===== src/rtl/dma_burst_ctrl.sv =====
// DMA burst controller: splits a word copy into INCR bursts that never cross 4 KB and
// stages each burst in a local buffer between read and write. Optional macro: DMA_RESP_ERR_EN.
module dma_burst_ctrl #(
    parameter int ADDR_W    = 32,
    parameter int DATA_W    = 32,
    parameter int LEN_W     = 16,
    parameter int MAX_BURST = 16
) (
    input  logic              clk,
    input  logic              rst,
    input  logic              cfg_start,
    input  logic [ADDR_W-1:0] cfg_src,
    input  logic [ADDR_W-1:0] cfg_dst,
    input  logic [LEN_W-1:0]  cfg_len,
    input  logic              irq_clr,
    output logic              busy,
    output logic              done_irq,
    output logic              err,
    output logic              rd_start,
    output logic [ADDR_W-1:0] rd_addr,
    output logic [3:0]        rd_len,
    input  logic              rdat_valid,
    input  logic [DATA_W-1:0] rdat,
    input  logic              rd_done,
    input  logic              rd_err,
    output logic              wr_start,
    output logic [ADDR_W-1:0] wr_addr,
    output logic [3:0]        wr_len,
    output logic [DATA_W-1:0] wdat,
    input  logic              wdat_ready,
    input  logic              wr_done,
    input  logic              wr_err
);
    localparam int CNT_W = $clog2(MAX_BURST + 1);
    localparam int PTR_W = (MAX_BURST > 1) ? $clog2(MAX_BURST) : 1;
    localparam int DEPTH = 1 << PTR_W;

`ifdef DMA_RESP_ERR_EN
    localparam logic ERR_EN = 1'b1;
`else
    localparam logic ERR_EN = 1'b0;
`endif

    typedef enum logic [2:0] {
        S_IDLE    = 3'd0,
        S_CALC    = 3'd1,
        S_RD_REQ  = 3'd2,
        S_RD_WAIT = 3'd3,
        S_WR_REQ  = 3'd4,
        S_WR_WAIT = 3'd5,
        S_DONE    = 3'd6
    } state_t;

    // Words left before the next 4 KB page boundary for a word-aligned page offset.
    function automatic logic [12:0] w4k(input logic [11:0] off);
        logic [12:0] t;
        t   = 13'd4096 - {1'b0, off};
        w4k = t >> 2;
    endfunction

    // Burst size: the smallest of remaining words, buffer depth and both page limits.
    function automatic logic [CNT_W-1:0] calc_beats(
        input logic [LEN_W-1:0] rem,
        input logic [11:0]      s_off,
        input logic [11:0]      d_off
    );
        logic [31:0] m;
        m = 32'(rem);
        m = (32'(w4k(s_off)) < m) ? 32'(w4k(s_off)) : m;
        m = (32'(w4k(d_off)) < m) ? 32'(w4k(d_off)) : m;
        m = (32'(MAX_BURST) < m) ? 32'(MAX_BURST) : m;
        calc_beats = CNT_W'(m);
    endfunction

    state_t              state_r;
    state_t              state_nxt;
    logic [ADDR_W-1:0]   src_r;
    logic [ADDR_W-1:0]   dst_r;
    logic [LEN_W-1:0]    remaining_r;
    logic [CNT_W-1:0]    beats_r;
    logic [CNT_W-1:0]    wptr_r;
    logic [PTR_W-1:0]    rptr_r;
    logic [PTR_W-1:0]    rptr_nxt_s;
    logic [DATA_W-1:0]   mem_r [DEPTH];
    logic [CNT_W-1:0]    beats_s;
    logic [ADDR_W-1:0]   step_s;
    logic                rd_abort_s;
    logic                wr_abort_s;
    logic                rd_fin_s;
    logic                wr_fin_s;
    logic                unused_s;

    assign beats_s    = calc_beats(remaining_r, src_r[11:0], dst_r[11:0]);
    assign step_s     = ADDR_W'({beats_r, 2'b00});
    assign rd_fin_s   = (state_r == S_RD_WAIT) && rd_done;
    assign wr_fin_s   = (state_r == S_WR_WAIT) && wr_done;
    assign rd_abort_s = ERR_EN & rd_err;
    assign wr_abort_s = ERR_EN & wr_err;
    assign unused_s   = ^{cfg_src[1:0], cfg_dst[1:0], rd_err, wr_err};

    // State register.
    always_ff @(posedge clk) begin
        if (rst) begin
            state_r <= S_IDLE;
        end else begin
            state_r <= state_nxt;
        end
    end

    // Next-state decode.
    always_comb begin
        state_nxt = state_r;
        case (state_r)
            S_IDLE: begin
                if (cfg_start) begin
                    state_nxt = (cfg_len == {LEN_W{1'b0}}) ? S_DONE : S_CALC;
                end else begin
                    state_nxt = S_IDLE;
                end
            end
            S_CALC:   state_nxt = S_RD_REQ;
            S_RD_REQ: state_nxt = S_RD_WAIT;
            S_RD_WAIT: begin
                if (rd_done) begin
                    state_nxt = rd_abort_s ? S_DONE : S_WR_REQ;
                end else begin
                    state_nxt = S_RD_WAIT;
                end
            end
            S_WR_REQ: state_nxt = S_WR_WAIT;
            S_WR_WAIT: begin
                if (wr_done) begin
                    state_nxt = (wr_abort_s || (remaining_r == LEN_W'(beats_r))) ? S_DONE : S_CALC;
                end else begin
                    state_nxt = S_WR_WAIT;
                end
            end
            S_DONE:   state_nxt = S_IDLE;
            default:  state_nxt = S_IDLE;
        endcase
    end

    // Read pointer for the write phase, saturating on the last beat of the burst.
    always_comb begin
        rptr_nxt_s = rptr_r;
        if (state_r == S_WR_REQ) begin
            rptr_nxt_s = {PTR_W{1'b0}};
        end else if ((state_r == S_WR_WAIT) && wdat_ready &&
                     ((CNT_W'(rptr_r) + CNT_W'(1)) < beats_r)) begin
            rptr_nxt_s = rptr_r + PTR_W'(1);
        end else begin
            rptr_nxt_s = rptr_r;
        end
    end

    // Copy bookkeeping: addresses, remaining count, burst size and buffer pointers.
    always_ff @(posedge clk) begin
        if (rst) begin
            src_r       <= {ADDR_W{1'b0}};
            dst_r       <= {ADDR_W{1'b0}};
            remaining_r <= {LEN_W{1'b0}};
            beats_r     <= {CNT_W{1'b0}};
            wptr_r      <= {CNT_W{1'b0}};
            rptr_r      <= {PTR_W{1'b0}};
        end else begin
            rptr_r <= rptr_nxt_s;
            case (state_r)
                S_IDLE: begin
                    if (cfg_start && (cfg_len != {LEN_W{1'b0}})) begin
                        src_r       <= {cfg_src[ADDR_W-1:2], 2'b00};
                        dst_r       <= {cfg_dst[ADDR_W-1:2], 2'b00};
                        remaining_r <= cfg_len;
                    end
                end
                S_CALC:   beats_r <= beats_s;
                S_RD_REQ: wptr_r  <= {CNT_W{1'b0}};
                S_RD_WAIT: begin
                    if (rdat_valid && (wptr_r < beats_r)) begin
                        wptr_r <= wptr_r + CNT_W'(1);
                    end
                end
                S_WR_WAIT: begin
                    if (wr_done) begin
                        src_r       <= src_r + step_s;
                        dst_r       <= dst_r + step_s;
                        remaining_r <= remaining_r - LEN_W'(beats_r);
                    end
                end
                default: begin
                end
            endcase
        end
    end

    // Burst buffer; contents are don't-care after reset so it carries none.
    always_ff @(posedge clk) begin
        if ((state_r == S_RD_WAIT) && rdat_valid && (wptr_r < beats_r)) begin
            mem_r[wptr_r[PTR_W-1:0]] <= rdat;
        end
    end

    // Registered outputs; wdat is loaded from the next read pointer so it always equals buf[rptr].
    always_ff @(posedge clk) begin
        if (rst) begin
            busy     <= 1'b0;
            done_irq <= 1'b0;
            err      <= 1'b0;
            rd_start <= 1'b0;
            rd_addr  <= {ADDR_W{1'b0}};
            rd_len   <= 4'd0;
            wr_start <= 1'b0;
            wr_addr  <= {ADDR_W{1'b0}};
            wr_len   <= 4'd0;
            wdat     <= {DATA_W{1'b0}};
        end else begin
            rd_start <= 1'b0;
            wr_start <= 1'b0;
            if (state_r == S_CALC) begin
                rd_start <= 1'b1;
                rd_addr  <= src_r;
                rd_len   <= 4'(beats_s - CNT_W'(1));
            end
            if (rd_fin_s && !rd_abort_s) begin
                wr_start <= 1'b1;
                wr_addr  <= dst_r;
                wr_len   <= 4'(beats_r - CNT_W'(1));
            end
            if ((state_r == S_WR_REQ) || (state_r == S_WR_WAIT)) begin
                wdat <= mem_r[rptr_nxt_s];
            end
            if ((state_r == S_IDLE) && cfg_start && (cfg_len != {LEN_W{1'b0}})) begin
                busy <= 1'b1;
            end else if (state_r == S_DONE) begin
                busy <= 1'b0;
            end
            if (state_r == S_DONE) begin
                done_irq <= 1'b1;
            end else if (irq_clr) begin
                done_irq <= 1'b0;
            end
            if ((rd_fin_s && rd_abort_s) || (wr_fin_s && wr_abort_s)) begin
                err <= 1'b1;
            end else if (irq_clr) begin
                err <= 1'b0;
            end
        end
    end
endmodule


===== config.mk =====
export PLATFORM = sky130hd
export DESIGN_NAME = dma_burst_ctrl
export DESIGN_NICKNAME = d
export VERILOG_FILES = /design/src/rtl/dma_burst_ctrl.sv
export SDC_FILE = /design/constraint.sdc
export NUM_CORES = 1
export LEC_CHECK = 0
export CORE_MARGIN = 1
export CORE_UTILIZATION = 45
export CTS_CLUSTER_DIAMETER = 50
export DETAILED_ROUTE_END_ITERATION = 16
export HOLD_SLACK_MARGIN = 0.02
export PLACE_DENSITY = 0.68
export SLEW_MARGIN = 5
export SYNTH_ARGS = -nofsm -noshare
export SYNTH_HDL_FRONTEND = slang
export SYNTH_SLANG_ARGS = --single-unit

===== constraint.sdc =====
create_clock -name clk -period 8.12 [get_ports clk]
set_clock_uncertainty 0.1 [all_clocks]
set_input_delay 0.812 -clock clk [delete_from_list [all_inputs] [get_ports clk]]
set_output_delay 0.812 -clock clk [all_outputs]
set_load 0.005 [all_outputs]

Yosys cells after proc, flatten, opt, wreduce, memory -nomap -nowiden. Memory sizes are Yosys's and may differ from the RTL's. A register that Yosys moved wholly into a read port is not among the register bits. Index checks and enable logic that the tools add are counted.

Register bits after elaboration: 173. Latch bits: 0. Bits in writable memories: 512. Bits in read-only memories: 0. Bits of input ports: 122. Output and inout bits: 109. Logic and storage cells: 90. Memories kept: 1.

Memories: mem_r (depth 16, bits a word 32, rd ports 1, clocked after memory_dff 1, wr ports 1, line 84) `logic [DATA_W-1:0] mem_r [DEPTH];`.

$add $sub $neg: 10. $mul: 0. Div/mod/pow operators: 0. $lt $le $gt $ge: 5. Equal/unequal tests: 10. Shift operators: 0. Muxes and demuxes: 30. Bitwise operators: 0. Reductions and logical operators: 19.

Operator list (number): $mux W32 (4); $pmux W32 S2 (2); $add A32 B7 Y32 (2); $mux W16 (4); $lt A11 B16 Y1 (2); $pmux W16 S2 (1); $sub A13 B12 Y13 const A (2); $pmux W3 S6 (1); $eq A16 B5 Y1 (1); $logic_not A16 Y1 (1); $lt A5 B16 Y1 const A (1); $reduce_bool A16 Y1 (1); $sub A16 B5 Y16 (1); $mux W3 (5); $lt A5 B5 Y1 (2); $mux W5 (2); $pmux W5 S2 (1); $eq A3 B3 Y1 const B (3); $logic_and A1 B1 Y1 (9); $mux W1 (8); $mux W4 (2); $reduce_bool A2 Y1 (4); $sub A4 B1 Y4 const B (2); $eq A3 B2 Y1 const B (2); 10 further kinds (11).

Longest topological paths before layout. Gate-level depths: netlist (run 1).

Depth after elaboration: 8. Gate-level depth with buffers: 29.

Worst setup path before layout (run 1). No wires, ideal clock.

Path type: register to register. Start: register src_r[4]. End: register rd_len[2]. Library setup time: 0.103 ns. Arrival time: 5.506 ns. Slack: 2.411 ns. Cell stages (with the launch flop): 29. Buffers on the path: 5. Cells stage by stage: dfxtp_1 -> clkbuf_1 -> nor4_1 -> nand2_1 -> or3_1 -> xor2_1 -> ha_1 -> nand3_1 -> nor3_2 -> or4b_1 -> buf_2 -> and2_1 -> buf_2 -> clkbuf_1 -> nor2_1 -> a21oi_1 -> ha_1 -> a21oi_1 -> o21a_1 -> o211a_1 -> and4_4 -> a311oi_4 -> buf_6 -> o2111ai_1 -> o21ai_1 -> or2_1 -> ha_1 -> o211a_1 -> a2111oi_2.

Word-level cells in the longest chain between the ends: 8.

RTL lines: start, declared (line 77) `logic [ADDR_W-1:0] src_r;`; start signal, assigned (line 159) `src_r <= {ADDR_W{1'b0}};`; start signal, assigned (line 170) `src_r <= {cfg_src[ADDR_W-1:2], 2'b00};`; start signal, assigned (line 184) `src_r <= src_r + step_s;`; $sub A13 B12 Y13 * (line 57) `t = 13'd4096 - {1'b0, off};`; $lt A11 B16 Y1 (line 69) `m = (32'(w4k(s_off)) < m) ? 32'(w4k(s_off)) : m;`; $mux W16 * (line 69); $lt A11 B16 Y1 (line 70) `m = (32'(w4k(d_off)) < m) ? 32'(w4k(d_off)) : m;`; $mux W16 * (line 70); $lt A5 B16 Y1 (line 71) `m = (32'(MAX_BURST) < m) ? 32'(MAX_BURST) : m;`; $mux W5 * (line 71); $sub A4 B1 Y4 * (line 221) `rd_len <= 4'(beats_s - CNT_W'(1));`; end signal, assigned (line 221); end, declared (line 21) `output logic [3:0] rd_len,`.

Mark *: on every way between the ends. The rest lies on a longest branch, timed or not. A chain may end at the register's enable or synchronous reset.

Worst setup path in the final report (run 1). Same ends and word-level chain as after synthesis.

==> results.py, run 1 <==
metrics = {
    "run_status": {
        "result_of_the_run": "completed",
    },
    "layout": {
        "finish.net_count": 3100,
        "layout-drive-gt1-share": 0.0779,
        "layout-area-overhead-vs-synth_pct": 19.1,
        "stdcell_area_um2": 36800,
    },
    "sta": {
        "hold_viol": 0,
        "fmax_mhz": 151,
        "timing_worst_slew_pin_value_ps": 1290,
        "timing.final.crit_share": 0.816,
        "pins_over_slew_limit": 0,
        "worst_case_setup_margin_in_the_final_layout_ps": 1500,
        "min_clock_period_post_route_ps": 6620,
        "setup_tns_final_ps": 0,
        "timing.slew.headroom": 0.129,
        "finalSetupViolations": 0,
        "rsz0062_at_grt": "no",
        "holdWs_ps": 354,
    },
    "global_route": {
        "gr-usage-all-layers": 0.248,
        "final_global_route_overflow_total": 0,
        "first_pass_grt_wire_length_mm": 135,
        "initial_antenna_violation_count": 4,
        "grt_start_max_net_pins": 184,
        "first_global_vias": 22600,
    },
    "cts": {
        "clkSinkCount": 709,
        "clk_pin_slew_ps": 60,
        "tritoncts.num_buffers": 82,
        "insertion_delay_ps": 650,
        "max_buffers_root_to_sink": 3,
        "cts_repair_resize_count": 0,
        "post_cts_setup_repair_bufs": 0,
        "cts_htree_levels": 3,
        "tritoncts": "done",
        "root_buffer": "sky130_fd_sc_hd__clkbuf_16",
        "holdBufCountCts": 0,
    },
    "synth": {
        "postSynth.asyncResetShare": 0,
        "synth-edff-count": 512,
        "netlist_area_before_placement_um2": 30900,
        "area_contributors_post_synth": "sky130_fd_sc_hd__edfxtp_1 (50%), sky130_fd_sc_hd__dfxtp_1 (13%), sky130_fd_sc_hd__nand2_1 (5.5%)",
        "synthesis.instances": 2775,
        "synth_cell_type_count": 83,
        "synth.avg_cell_area_um2": 11.1,
        "synth_top_cell_by_area": "sky130_fd_sc_hd__edfxtp_1",
        "synth.ff_latch_count": 709,
        "synth_sequential_area_ratio": 0.626,
        "synth_flop_type": "sky130_fd_sc_hd__edfxtp_1",
        "yosys.area.top_type_share": 0.498,
        "yosys_warnings": 0,
    },
    "setup_path": {
        "timing.reg2reg.setup_slack_ps": 1500,
        "worst-endpoint-required_ps": 8540,
        "crit_type": "register to register",
        "critPathSlowestCell": "sky130_fd_sc_hd__a22oi_1",
        "critical_path.n_buffers_inverters": 0,
        "critical_path.max_fanout": 15,
        "critPathTopFamily": "compound AO/OA/AOI/OAI gates",
        "critPathCaptureType": "register",
        "worst_ep_arrival_time_ps": 7040,
        "cp_slowest_stage_delay_ps": 650,
        "critical_path.startpoint_type": "register",
        "timing.critical_path.mode_cell": "sky130_fd_sc_hd__ha_1",
        "worstPathCellList": "nor4_1 > nand2_1 > or3_1 > xor2_1 > ha_1 > nand3_1 > nand2_1 > a22oi_1 > and2_1 > a21oi_1 > ha_1 > nand4_1 > o211a_1 > and4_4 > a311oi_4 > o2111ai_1 > o21ai_1 > or2_1 > ha_1 > nor2_1 > a2111oi_2",
    },
    "power": {
        "comb_power_share": 0.109,
        "static-leakage-power_nw": 11.9,
        "share_seq_of_total_power": 0.456,
        "netSwitchingPower_w": 0.00218,
        "cell_int_power_w": 0.00664,
        "pwr-share-clk": 0.435,
        "peakVddDrop_uv": 222,
        "power.share.switching": 0.247,
        "power_density_nw_per_um2": 240,
    },
    "placed_design": {
        "pre_cts_slack_ps": 1640,
        "place_area_um2": 33900,
        "io_buffers": 219,
        "finalWeightedCongestion": 0.907,
        "hpwlAfterDp_mm": 49.5,
    },
    "routing": {
        "number_of_drc_violations_after_detailed_routing_iteration_0": 2737,
        "vias": 23500,
        "post_dr_vias_cell": 6.07,
        "routed_wire_length_mm": 88.3,
        "drt_drc_violations_left": 0,
        "route.antenna.remaining_nets": 0,
        "drt_pre_antenna_iters": 7,
        "routedWlPerCell_um": 22.8,
    },
    "floorplan": {
        "floorplan.io_pins": 231,
        "die_x_um": 264,
        "initial_core_utilization": 0.457,
        "std_cell_rows": 95,
        "design.die.area_um2": 69600,
        "fp.coreArea_um2": 67500,
        "die-height_um": 264,
    },
    "flow_run": {
        "drv.max_cap_violation_count": 0,
    },
    "worst_hold_path": {
        "hp-class": "register to register",
    },
}
## state kept, by name (all words and copies together), names as in the netlist, 16 cells and up
signal	count
mem_r	512
wdat	32
dst_r	30
rd_addr	30
src_r	30
wr_addr	30
remaining_r	16
## layout by cell type, fill, tap and decap left out, types with 14 or more instances in the layout
| cell | n |
|---|---|
| sky130_fd_sc_hd__xor2_1 | 14 |
| sky130_fd_sc_hd__edfxtp_1 | 512 |
| sky130_fd_sc_hd__o21ai_0 | 171 |
| sky130_fd_sc_hd__clkbuf_1 | 16 |
| sky130_fd_sc_hd__clkdlybuf4s50_1 | 218 |
| sky130_fd_sc_hd__clkbuf_16 | 83 |
| sky130_fd_sc_hd__nand3_1 | 298 |
| sky130_fd_sc_hd__dfxtp_1 | 197 |
| sky130_fd_sc_hd__buf_4 | 43 |
| sky130_fd_sc_hd__nand2_1 | 448 |
| sky130_fd_sc_hd__nor2_1 | 84 |
| sky130_fd_sc_hd__a221oi_1 | 34 |
| sky130_fd_sc_hd__nor3_1 | 35 |
| sky130_fd_sc_hd__nor2b_1 | 16 |
| sky130_fd_sc_hd__a32oi_1 | 64 |
| sky130_fd_sc_hd__a31oi_1 | 70 |
| sky130_fd_sc_hd__nand4_1 | 51 |
| sky130_fd_sc_hd__a21oi_1 | 124 |
| sky130_fd_sc_hd__inv_1 | 45 |
| sky130_fd_sc_hd__a211oi_1 | 25 |
| sky130_fd_sc_hd__and3_1 | 17 |
| sky130_fd_sc_hd__mux2i_1 | 79 |
| sky130_fd_sc_hd__ha_1 | 54 |
| sky130_fd_sc_hd__xnor2_1 | 26 |
## cell families after synthesis
logic type                 after synthesis  share of synthesized area
other                                    1                   0.000121
AOI/OAI and AO/OA                      587                      0.123
and+or+nand+nor                       1049                      0.157
muxes                                   83                     0.0270
adders and majority gates               57                     0.0238
DFF                                    709                      0.626
xor gates and xnor gates                40                     0.0113
buffers and inverters                  249                     0.0315
## synth_stat cells, drive strengths merged (6+ instances only)
library cell,number
o21a,7
a211oi,25
nand2b,10
and4,6
a311oi,10
xor2,14
inv,45
or3,9
o2111ai,7
mux2i,80
buf,20
ha,54
o21ai,179
nor3,37
a32oi,64
dfxtp,197
a21oi,127
a21o,11
o31ai,9
nand2,452
and3,17
xnor2,26
nand3,298
a31oi,70
nor4,13
a221oi,34
nor2,96
clkbuf,184
nand4,51
and2,17
nor2b,16
edfxtp,512
## power groups by stage
stage          logic, W  clock network (W)  registers, W
2_1_floorplan  0.000665                  0       0.00406
3_3_place_gp   0.000912                  0       0.00409
3_5_place_dp   0.000939                  0       0.00410
4_1_cts        0.000947            0.00388       0.00402
5_1_grt         0.00106            0.00402       0.00403
6_report       0.000957            0.00384       0.00402
## tightest hold or removal path, delay by kind of cell, from the launching register on
| kind | cells | cell delay (ps) |
|---|---|---|
| simple gates | 1 | 50 |
| flops | 1 | 310 |
| compound gates | 1 | 50 |
## routing by layer
layer  vias to the layer above  wire, um  part of all wire  track usage
met5                         -        23           0.00026            0
met4                         4      2860             0.032       0.0990
met3                       169      7440             0.084       0.0474
met2                      1161     41400              0.47        0.393
met1                     11500     36600              0.41        0.337
li1                      10700         -                 -            -
## stage by stage
step	total power (W)	std cells	util
after detailed placement	0.00504	3710	0.502
final	0.00882	3866	0.544
after global placement	0.00501	3710	0.502
after CTS	0.00885	3863	0.544
after global routing	0.00911	3864	0.544
after floorplan	0.00472	2779	-
## layout make-up
class / instances / area, um2
Antenna cell: 3 / 7.51
Clock buffer: 110 / 2290
Clock inverter: 43 / 566
Fill cell: 5561 / 30800
Inverter: 45 / 169
Multi-Input combinational cell: 1821 / 10800
Sequential cell: 709 / 19300
Tap cell: 873 / 1090
Timing Repair Buffer: 262 / 2520
## path summary, 6_finish.rpt
kind,startpoint,endpoint,cells after the start
worst max register to register,src_r[4],rd_len[2],21
worst min register to register,rd_addr[18],rd_addr[18],2
worst max-delay path,src_r[4],rd_len[2],21
worst min-delay path,rd_addr[18],rd_addr[18],2
No activity file was read; power rests on OpenSTA's default activity.
==> run 2: changes to the inputs <==
Clock period 8.12 ns to 6.6 ns, I/O delays scaled along.
==> run 2 against run 1 <==
Against the previous run: sequential cell count did not move; combinational power rose by 27%; first-iteration DRC count fell by 9.2%; sequential power rose by 23%; die area did not move; hold slack got worse by 3.6 ps; total power rose by 23%; global-route usage rose by 0.53 points; via count fell by 0.26%; sequential share of layout area fell by 0.15 points; critical path depth rose by 1; routed wire length rose by 1.8%.
==> results.py, run 2 (synthesis gave the netlist of run 1 again) <==
metrics = {
    "floorplan": {
        "std_cell_rows": 95,
        "die_x_um": 264,
        "initial_core_utilization": 0.457,
        "design.die.area_um2": 69600,
        "fp.coreArea_um2": 67500,
        "die-height_um": 264,
        "floorplan.io_pins": 231,
    },
    "setup_path": {
        "worst-r2r-cell-count": 22,
        "worst_ep_arrival_time_ps": 6420,
        "worstPathCellList": "nor4_1 > buf_4 > nand2_1 > or3_1 > xor2_1 > ha_1 > nand3_1 > nor3_2 > or4b_1 > and2_1 > a21oi_2 > ha_1 > a2111oi_0 > o211a_1 > and4_4 > a311oi_4 > o2111ai_1 > o21ai_1 > or2_1 > ha_1 > o211a_1 > a2111oi_2",
        "critical_path.max_fanout": 15,
        "cp_slowest_stage_delay_ps": 490,
        "critPathSlowestCell": "sky130_fd_sc_hd__or4b_1",
        "timing.reg2reg.setup_slack_ps": 600,
        "critPathCaptureType": "register",
        "timing.critical_path.mode_cell": "sky130_fd_sc_hd__ha_1",
        "crit_type": "register to register",
        "critical_path.startpoint_type": "register",
        "r2r_end": "rd_len[2]",
        "timing.rr.start": "src_r[4]",
        "worst-endpoint-required_ps": 7020,
    },
    "flow_run": {
        "drv.max_cap_violation_count": 0,
    },
    "layout": {
        "stdcell_area_um2": 36900,
        "largest_register_ffs": 512,
        "layout-area-overhead-vs-synth_pct": 19.4,
        "layout-drive-gt1-share": 0.0805,
        "area_taken_by_multi_input_logic_gates_um2": 10800,
        "register_area_um2": 19300,
        "final_core_utilization": 0.546,
        "finish.net_count": 3106,
        "fillers": 5589,
        "leading_cell_type_in_the_layout_fill_and_taps_excluded": "sky130_fd_sc_hd__edfxtp_1",
        "final_cell_mix": "sky130_fd_sc_hd__edfxtp_1 (512), sky130_fd_sc_hd__nand2_1 (448), sky130_fd_sc_hd__nand3_1 (298), sky130_fd_sc_hd__clkdlybuf4s50_1 (218), sky130_fd_sc_hd__dfxtp_1 (197)",
    },
    "cts": {
        "max_buffers_root_to_sink": 3,
        "tritoncts": "done",
        "clkSinkCount": 709,
        "root_buffer": "sky130_fd_sc_hd__clkbuf_16",
        "cts_htree_levels": 3,
        "insertion_delay_ps": 630,
        "tritoncts.num_buffers": 79,
        "clk_pin_slew_ps": 60,
    },
    "routing": {
        "routed_wire_length_mm": 89.9,
        "routedWlPerCell_um": 23.3,
        "drt_drc_violations_left": 0,
        "drt_pre_antenna_iters": 8,
        "post_dr_vias_cell": 6.05,
        "route.antenna.remaining_nets": 0,
        "vias": 23400,
        "number_of_drc_violations_after_detailed_routing_iteration_0": 2484,
    },
    "placed_design": {
        "hpwlAfterDp_mm": 50.8,
        "io_buffers": 219,
        "place_area_um2": 34000,
        "finalWeightedCongestion": 0.913,
    },
    "sta": {
        "finalSetupViolations": 0,
        "timing.slew.headroom": 0.186,
        "setup_tns_final_ps": 0,
        "hold_viol": 0,
        "rsz0062_at_grt": "no",
        "min_clock_period_post_route_ps": 6000,
        "pins_over_slew_limit": 0,
        "fmax_mhz": 167,
        "timing.final.crit_share": 0.909,
        "timing_worst_slew_pin_value_ps": 1220,
    },
    "global_route": {
        "final_global_route_overflow_total": 0,
        "first_global_vias": 22500,
        "first_pass_grt_wire_length_mm": 137,
        "gr-usage-all-layers": 0.254,
        "initial_antenna_violation_count": 3,
        "grt_start_max_net_pins": 226,
    },
    "power": {
        "power_density_nw_per_um2": 295,
        "peakVddDrop_uv": 338,
        "static-leakage-power_nw": 12.0,
    },
    "worst_hold_path": {
        "holdPathStages": 2,
        "min_delay_worst_endpoint": "rd_addr[31]",
        "hp-class": "register to register",
        "holdCritStartpoint": "rd_addr[31]",
    },
    "run_status": {
        "result_of_the_run": "completed",
    },
}
run 2: through the flow:
| stage | hold slack (ps) | worst slack [ps] | cells | total power (W) |
|---|---|---|---|---|
| after global routing | 372 | 87.8 | 3865 | 0.0112 |
| final | 351 | 600 | 3866 | 0.0109 |
| after global placement | 342 | 662 | 3717 | 0.00619 |
| after CTS | 354 | 501 | 3863 | 0.0109 |
| after floorplan | 340 | 891 | 2779 | 0.00581 |
| after detailed placement | 347 | 543 | 3717 | 0.00621 |
run 2: worst max path at each step:
stage,from,endpoint
after floorplan,src_r[4],rd_len[2]
final,src_r[4],rd_len[2]
after global placement,src_r[4],rd_len[2]
after global routing,src_r[4],rd_len[2]
after detailed placement,src_r[4],rd_len[2]
after CTS,src_r[4],rd_len[2]
run 2: cell type report:
type / count / area share
inverters: 45 / 0.00458
repair buffers: 271 / 0.0713
flip-flops and latches: 709 / 0.524
clock inverters: 48 / 0.0198
multi-input cells: 1821 / 0.293
diodes: 1 / 0.0000679
well taps: 873 / 0.0296
clock buffers: 98 / 0.0578
run 2: critical path, delay by kind of cell, from the launching register on:
family	cells	cell delay, ps
DFF	1	420
adders and majority gates	3	800
xor gates and xnor gates	1	180
and+or+nand+nor	9	2330
buffers and inverters	1	180
AOI/OAI and AO/OA	8	1880
run 2: layer usage:
metal  global-route usage  up-vias  part of all wire
li1                     -    10700                 -
met1                0.352    11500              0.41
met2                0.407     1086              0.47
met3               0.0452      161             0.087
met4               0.0743        6             0.024
met5                    0        -           0.00049
run 2: what timing repair did:
item	in CTS	in global routing
hold buffers	0	0
setup buffers	0	2
resized for setup	0	0
endpoints found under the setup margin	0	1
hold endpoints to repair	0	0
run 2: power breakdown:
part / internal, W / leakage (nW) / switching, W
Clock: 0.00285 / 1.37 / 0.00186
Combinational: 0.000502 / 4.40 / 0.000721
Sequential: 0.00484 / 6.20 / 0.000103
Total: 0.00819 / 12.0 / 0.00269
